==> config.mk <==
export PLATFORM = sky130hd
export DESIGN_NAME = wb_result_stage_flat
export DESIGN_NICKNAME = d
export VERILOG_FILES = /design/src/rtl/wb_result_stage_pkg.sv /design/src/rtl/wb_result_stage_if.sv /design/src/rtl/wb_load_extract.sv /design/src/rtl/wb_result_stage.sv /design/src/flat_wrapper.sv
export SDC_FILE = /design/constraint.sdc
export NUM_CORES = 1
export LEC_CHECK = 0
export ABC_AREA = 0
export CAP_MARGIN = 10
export CORE_ASPECT_RATIO = 1.4
export CORE_MARGIN = 10
export CORE_UTILIZATION = 30
export DETAILED_ROUTE_END_ITERATION = 16
export PLACE_DENSITY_LB_ADDON = 0.08
export SETUP_SLACK_MARGIN = 0.05
export SLEW_MARGIN = 10
export SYNTH_ARGS = -nofsm -noshare
export SYNTH_HDL_FRONTEND = slang
export SYNTH_HIERARCHICAL = 1
export SYNTH_SLANG_ARGS = --single-unit
==> constraint.sdc <==
create_clock -name clk -period 6.7 [get_ports clk]
set_input_delay 1.34 -clock clk [delete_from_list [all_inputs] [get_ports clk]]
set_output_delay 1.34 -clock clk [all_outputs]
set_load 0.01 [all_outputs]
==> src/rtl/wb_result_stage_pkg.sv <==
// Shared types for the registered writeback stage: load sizes, buffered entry layout
// and the canonical result-source indices.
package wb_result_stage_pkg;

    localparam int WB_XLEN_MAX = 64;

    localparam int WB_SRC_ALU   = 0;
    localparam int WB_SRC_DBUS  = 1;
    localparam int WB_SRC_PC4   = 2;
    localparam int WB_SRC_SEXT  = 3;
    localparam int WB_SRC_CSR   = 4;
    localparam int WB_SRC_SPARE = 5;

    typedef enum logic [1:0] {
        LD_B = 2'd0,
        LD_H = 2'd1,
        LD_W = 2'd2,
        LD_D = 2'd3
    } ld_size_e;

    // Data is held at the widest datapath; narrower builds use the low XLEN bits.
    typedef struct packed {
        logic [4:0]             rd;
        logic                   wen;
        logic [WB_XLEN_MAX-1:0] data;
    } wb_entry_t;

    function automatic logic writes_rd(wb_entry_t e);
        return e.wen && (e.rd != 5'd0);
    endfunction

endpackage

==> src/rtl/wb_result_stage_if.sv <==
// Result bus between MEM stage, writeback stage and register-file write port.
// WB_FWD_EN adds the forwarding view of the youngest pending entry.
interface wb_result_stage_if #(
    parameter int XLEN = 64,
    parameter int NSRC = 6
);
    localparam int SEL_W = $clog2(NSRC);

    logic                 in_valid;
    logic                 in_ready;
    logic [SEL_W-1:0]     in_sel;
    logic [NSRC*XLEN-1:0] in_src;
    logic [4:0]           in_rd;
    logic                 in_wen;
    logic [1:0]           in_ld_size;
    logic                 in_ld_uns;
    logic [2:0]           in_ld_off;
    logic                 out_ready;
    logic                 wb_en;
    logic [4:0]           wb_addr;
    logic [XLEN-1:0]      wb_data;
`ifdef WB_FWD_EN
    logic                 fwd_vld;
    logic [4:0]           fwd_rd;
    logic [XLEN-1:0]      fwd_data;
`endif

    // master: MEM stage + regfile side; slave: the writeback stage itself
    modport master (
        output in_valid, in_sel, in_src, in_rd, in_wen, in_ld_size, in_ld_uns, in_ld_off, out_ready,
`ifdef WB_FWD_EN
        input  fwd_vld, fwd_rd, fwd_data,
`endif
        input  in_ready, wb_en, wb_addr, wb_data
    );

    modport slave (
        input  in_valid, in_sel, in_src, in_rd, in_wen, in_ld_size, in_ld_uns, in_ld_off, out_ready,
`ifdef WB_FWD_EN
        output fwd_vld, fwd_rd, fwd_data,
`endif
        output in_ready, wb_en, wb_addr, wb_data
    );

endinterface

==> src/rtl/wb_load_extract.sv <==
// Combinational load-data extraction: shift the bus word down by the byte offset,
// take the B/H/W/D field and sign- or zero-extend it to XLEN.
module wb_load_extract
    import wb_result_stage_pkg::*;
#(
    parameter int XLEN = 64
) (
    input  logic [XLEN-1:0] raw,
    input  logic [2:0]      off,
    input  ld_size_e        size,
    input  logic            uns,
    output logic [XLEN-1:0] ext
);

    logic [63:0] raw64;
    logic [63:0] sh;
    logic [63:0] res;
    ld_size_e    sz;

    // Working at 64 bits lets bytes shifted past the top of a 32-bit word read as 0.
    assign raw64 = 64'(raw);
    assign sh    = raw64 >> {off, 3'b000};

    always_comb begin
        sz = size;
        if (XLEN == 32 && size == LD_D) sz = LD_W;
    end

    always_comb begin
        res = '0;
        unique case (sz)
            LD_B:    res = uns ? {56'b0, sh[7:0]}  : {{56{sh[7]}},  sh[7:0]};
            LD_H:    res = uns ? {48'b0, sh[15:0]} : {{48{sh[15]}}, sh[15:0]};
            LD_W:    res = uns ? {32'b0, sh[31:0]} : {{32{sh[31]}}, sh[31:0]};
            default: res = sh;
        endcase
    end

    assign ext = res[XLEN-1:0];

endmodule

==> src/rtl/wb_result_stage.sv <==
// Registered writeback stage: result select + load extraction feeding a 2-entry
// skid buffer that drives the register-file write port. Optional WB_FWD_EN forwarding.
module wb_result_stage
    import wb_result_stage_pkg::*;
#(
    parameter int XLEN     = 64,
    parameter int NSRC     = 6,
    parameter int DBUS_IDX = WB_SRC_DBUS
) (
    input  logic             clk,
    input  logic             resetn,
    input  logic             flush,
    wb_result_stage_if.slave bus
);

    localparam int SEL_W = $clog2(NSRC);

    wb_entry_t       main_q, skid_q, new_e;
    logic            main_vld, skid_vld;
    logic            accept, pop;
    logic [XLEN-1:0] sel_data, ld_data, res_data;

    always_comb begin
        sel_data = '0;
        for (int i = 0; i < NSRC; i++)
            if (bus.in_sel == SEL_W'(i)) sel_data = bus.in_src[i*XLEN +: XLEN];
    end

    wb_load_extract #(.XLEN(XLEN)) u_ld (
        .raw  (bus.in_src[DBUS_IDX*XLEN +: XLEN]),
        .off  (bus.in_ld_off),
        .size (ld_size_e'(bus.in_ld_size)),
        .uns  (bus.in_ld_uns),
        .ext  (ld_data)
    );

    assign res_data = (bus.in_sel == SEL_W'(DBUS_IDX)) ? ld_data : sel_data;

    always_comb begin
        new_e      = '0;
        new_e.rd   = bus.in_rd;
        new_e.wen  = bus.in_wen;
        new_e.data = WB_XLEN_MAX'(res_data);
    end

    // in_ready comes straight from a register so upstream never sees a comb path from out_ready.
    assign bus.in_ready = !skid_vld;
    assign accept       = bus.in_valid && !skid_vld;
    assign pop          = main_vld && bus.out_ready;

    always_ff @(posedge clk) begin
        if (!resetn) begin
            main_vld <= 1'b0;
            skid_vld <= 1'b0;
            main_q   <= '0;
            skid_q   <= '0;
        end else if (flush) begin
            main_vld <= 1'b0;
            skid_vld <= 1'b0;
        end else begin
            // accept implies skid is empty, so a popped head is refilled from the new entry
            if (accept && pop) begin
                main_q <= new_e;
            end else if (accept) begin
                if (!main_vld) begin
                    main_q   <= new_e;
                    main_vld <= 1'b1;
                end else begin
                    skid_q   <= new_e;
                    skid_vld <= 1'b1;
                end
            end else if (pop) begin
                if (skid_vld) begin
                    main_q   <= skid_q;
                    skid_vld <= 1'b0;
                end else begin
                    main_vld <= 1'b0;
                end
            end
        end
    end

    assign bus.wb_en   = main_vld && writes_rd(main_q) && bus.out_ready;
    assign bus.wb_addr = main_q.rd;
    assign bus.wb_data = main_q.data[XLEN-1:0];

`ifdef WB_FWD_EN
    wb_entry_t fwd_e;

    assign fwd_e        = skid_vld ? skid_q : main_q;
    assign bus.fwd_vld  = (skid_vld || main_vld) && writes_rd(fwd_e);
    assign bus.fwd_rd   = fwd_e.rd;
    assign bus.fwd_data = fwd_e.data[XLEN-1:0];
`endif

endmodule

==> src/flat_wrapper.sv <==
// flat-port wrapper written by rule: the top's interface ports become plain ports
module wb_result_stage_flat import wb_result_stage_pkg::*;
#(
    parameter int XLEN     = 64,
    parameter int NSRC     = 6,
    parameter int DBUS_IDX = WB_SRC_DBUS
)
  (clk, resetn, flush, bus_in_valid, bus_in_sel, bus_in_src, bus_in_rd, bus_in_wen, bus_in_ld_size, bus_in_ld_uns, bus_in_ld_off, bus_out_ready, bus_in_ready, bus_wb_en, bus_wb_addr, bus_wb_data);
  wb_result_stage_if #(.XLEN(XLEN), .NSRC(NSRC)) bus_i ();
  input  logic clk;
  input  logic resetn;
  input  logic flush;
  input wire logic [$bits(bus_i.in_valid)-1:0] bus_in_valid;
  input wire logic [$bits(bus_i.in_sel)-1:0] bus_in_sel;
  input wire logic [$bits(bus_i.in_src)-1:0] bus_in_src;
  input wire logic [$bits(bus_i.in_rd)-1:0] bus_in_rd;
  input wire logic [$bits(bus_i.in_wen)-1:0] bus_in_wen;
  input wire logic [$bits(bus_i.in_ld_size)-1:0] bus_in_ld_size;
  input wire logic [$bits(bus_i.in_ld_uns)-1:0] bus_in_ld_uns;
  input wire logic [$bits(bus_i.in_ld_off)-1:0] bus_in_ld_off;
  input wire logic [$bits(bus_i.out_ready)-1:0] bus_out_ready;
  output wire logic [$bits(bus_i.in_ready)-1:0] bus_in_ready;
  output wire logic [$bits(bus_i.wb_en)-1:0] bus_wb_en;
  output wire logic [$bits(bus_i.wb_addr)-1:0] bus_wb_addr;
  output wire logic [$bits(bus_i.wb_data)-1:0] bus_wb_data;
  assign bus_i.in_valid = bus_in_valid;
  assign bus_i.in_sel = bus_in_sel;
  assign bus_i.in_src = bus_in_src;
  assign bus_i.in_rd = bus_in_rd;
  assign bus_i.in_wen = bus_in_wen;
  assign bus_i.in_ld_size = bus_in_ld_size;
  assign bus_i.in_ld_uns = bus_in_ld_uns;
  assign bus_i.in_ld_off = bus_in_ld_off;
  assign bus_i.out_ready = bus_out_ready;
  assign bus_in_ready = bus_i.in_ready;
  assign bus_wb_en = bus_i.wb_en;
  assign bus_wb_addr = bus_i.wb_addr;
  assign bus_wb_data = bus_i.wb_data;
  wb_result_stage #(.XLEN(XLEN), .NSRC(NSRC), .DBUS_IDX(DBUS_IDX)) u_core (.clk(clk), .resetn(resetn), .flush(flush), .bus(bus_i));
endmodule
==> reports/summary.txt <==
Synth top area cells: dfxtp_1 (24%), mux2i_1 (15%), o21ai_1 (5.5%)
Drt wl/cell: 25.4 um
Count leader, synth: mux2i_1
RSZ-0062 raised after global routing: no
Die footprint: 47300 um^2
Minimum clock period: 4.39 ns
Synthesized flop and latch total: 142
Final Skew: 0.00700 ns
I/O pin cnt: 475
Status: completed
First-pass GRT wire length: 80.9 mm
Number of flops mapped to enable cells by yosys: 0
Crit end category: register
Starting DRT DRC Count: 900
CP Launch Type: primary input
H-tree depth: 4
Worst slew pin tran: 1.19 ns
Sequential-to-total area share from yosys stat: 24.3%
Largest net degree at the start of global routing: 127
Mean Syn Cell Area: 8.56 um^2
Total GRT Usage: 22.2%
Vias in the first global route: 12200
Residual DRC: 0
Finish-stage setup viols: 0
Total clock sinks: 142
RD Place Congestion: 0.882
Area of the mapped netlist: 11700 um^2
Top-area cell type share of the netlist area: 24.3%
Fmax achieved: 228 MHz
Fin Hold WS: 0.456 ns
Final std cells w/o fill: 2184
IO buf count: 474
Reg clk slew, reported paths: 0.06 ns
Fraction of layout cells with a size suffix above 1: 9.76%
Inst Count DP: 2151
Slew margin rel.: 20.3%
Skew-Pair Late Insertion Delay: 0.44 ns
Hold Fails Final Rpt: 0
Peak VDD IR: 0.000168 V
Library cells used by synthesis: 49
Die X: 187 um
Area delta synth->final: 40.3%
Clk root buf: clkbuf_16
Setup TNS: 0 ns
Hold Buf Count CTS: 0
TritonCTS clock tree: built
Die height: 253 um
Post-DP HPWL: 41.5 mm
Crit path max fanout: 25
Hold Path Class: register to register
Commonest register cell after synthesis: dfxtp_1
CTS Buf Count: 17
First drt pass iteration count: 5
Row Count: 85
Fin crit share: 65.6%
Asr flop ratio synth: 0%
P_leak: 5.77 nW
Data required, critical path: 7.07 ns
Yosys Warn Count: 6
Initial Util: 30.3%
PwrDens: 166 nW/um^2
Crit path arrival time: 4.76 ns
Post-Synthesis Cells: 1364
Cell taking the most area after synthesis: dfxtp_1
Post-Route WL: 55.6 mm
Synth cell count leaders: mux2i_1 (177), dfxtp_1 (142), o21ai_1 (129)
CTS max path bufs: 2
PostCTS Resize Cnt: 0
Syn_nets: 1768
# nets final: 2052
Remaining global-route overflow: 0
Max Transition Viols Final: 0
Crit path kind: primary input to register
Drt via density: 5.51
Antenna violations before repair: 4
Max Cap Viol: 0
Post-route antenna net violation count: 0
Core area: 38500 um^2
Vias post-DR: 12000
Setup bufs post-CTS: 0
## power breakdown
| part | switching [mW] | internal (mW) | total, mW |
|---|---|---|---|
| Sequential | 0.0155 | 0.871 | 0.887 |
| Combinational | 0.402 | 0.415 | 0.817 |
| Clock | 0.390 | 0.622 | 1.01 |
| Total | 0.808 | 1.91 | 2.72 |
## stage by stage
step / worst slack [ns] / power [mW] / area (um^2) / util, %
2_1_floorplan: 3.66 / 1.32 / 11700 / -
3_3_place_gp: 1.81 / 1.72 / 15800 / 40.9
3_5_place_dp: 1.85 / 1.72 / 15800 / 40.9
4_1_cts: 2.30 / 2.74 / 16400 / 42.5
5_1_grt: 2.01 / 2.83 / 16400 / 42.6
6_report: 2.31 / 2.72 / 16400 / 42.6
## kinds of logic (layout without fill, tap and decap cells)
logic type | after synthesis | count (layout) | synth area share, %
multiplexers | 212 | 212 | 21.0
flip-flops | 142 | 142 | 24.3
AND/OR/NAND/NOR | 272 | 272 | 12.5
AO/OA/AOI/OAI | 513 | 513 | 29.7
other | 0 | 3 | 0
buffers and inverters | 225 | 520 | 12.5
## flip-flops by register name, summed over array words and instances (netlist names)
| register | cells |
|---|---|
| u_core/bus.wb_data | 64 |
| u_core/main_vld | 1 |
| u_core/skid_vld | 1 |
| u_core/skid_q | 70 |
| u_core/main_q | 1 |
| u_core/bus.wb_addr | 5 |
## worst max-delay path: stages
cell and delay [ns]:
clkdlybuf4s50_1 0.70, mux2i_1 0.26, a22oi_2 0.25, nand4_1 0.93
buf_4 0.61, nand4_1 0.16, nand3b_1 0.09, a21oi_1 0.19
nor2_1 0.09, o21ai_1 0.12
## final cells by class
cell class | count | area, um^2
timing repair buffer | 487 | 4860
tap | 522 | 653
multi-input combinational | 997 | 7390
sequential | 142 | 2840
fill | 3924 | 22100
clock buffer | 17 | 425
inverter | 3 | 11.3
clock inverter | 13 | 191
antenna | 3 | 7.51
## metal layers
metal  GRT usage [%]  share of wire (%)  wire [um]  up-vias
met2            38.4                 49      27500      464
met4            9.00                3.3       1820        2
li1                -                  -          -     5742
met1            25.6                 41      22600     5776
met5               0              0.036         20        -
met3            5.72                6.5       3640       60
## layout by cell type (no fill, tap or decap), types with 3 or more instances in the layout
master           Yosys  final
o211ai_1            69     69
o2111ai_1           14     14
nand3_1             12     12
nor3b_1              4      4
inv_1                3      3
dfxtp_1            142    142
clkinv_4             0      5
nand2_1             63     63
clkbuf_16            0     17
o2bb2ai_1            9      9
o21ai_0              9      9
mux2i_1            177    177
nand3b_1            63     63
buf_2               51      3
nand2b_1             6      5
clkdlybuf4s50_1      0    467
a22oi_1              5      5
nand4_1             26     26
o21ai_1            129    129
nor2_1              75     75
bufinv_16            0      4
mux2_2              10     10
buf_12               6      3
diode_2              0      3
nor3_1               4      4
a311oi_1             6      6
nand2b_4             2      3
and2_1               3      3
a21oi_2             63     63
nor2b_1              6      6
a21oi_1             75     75
mux4_2              25     25
buf_4               82     12
o22ai_1             64     64
a32oi_1             63     63
## worst paths after layout
| check | startpoint | end | slack, ns | depth (start not counted) |
|---|---|---|---|---|
| worst max-delay path | bus_in_src[127] | u_core/bus.wb_data[61] | 2.31 | 10 |
| worst min-delay path | u_core/skid_q[66] | u_core/skid_q[66] | 0.46 | 2 |
| worst max register to register | u_core/main_vld | u_core/skid_q[43] | 4.62 | 5 |
| worst min register to register | u_core/skid_q[66] | u_core/skid_q[66] | 0.46 | 2 |
(Power assumes the default switching activity.)
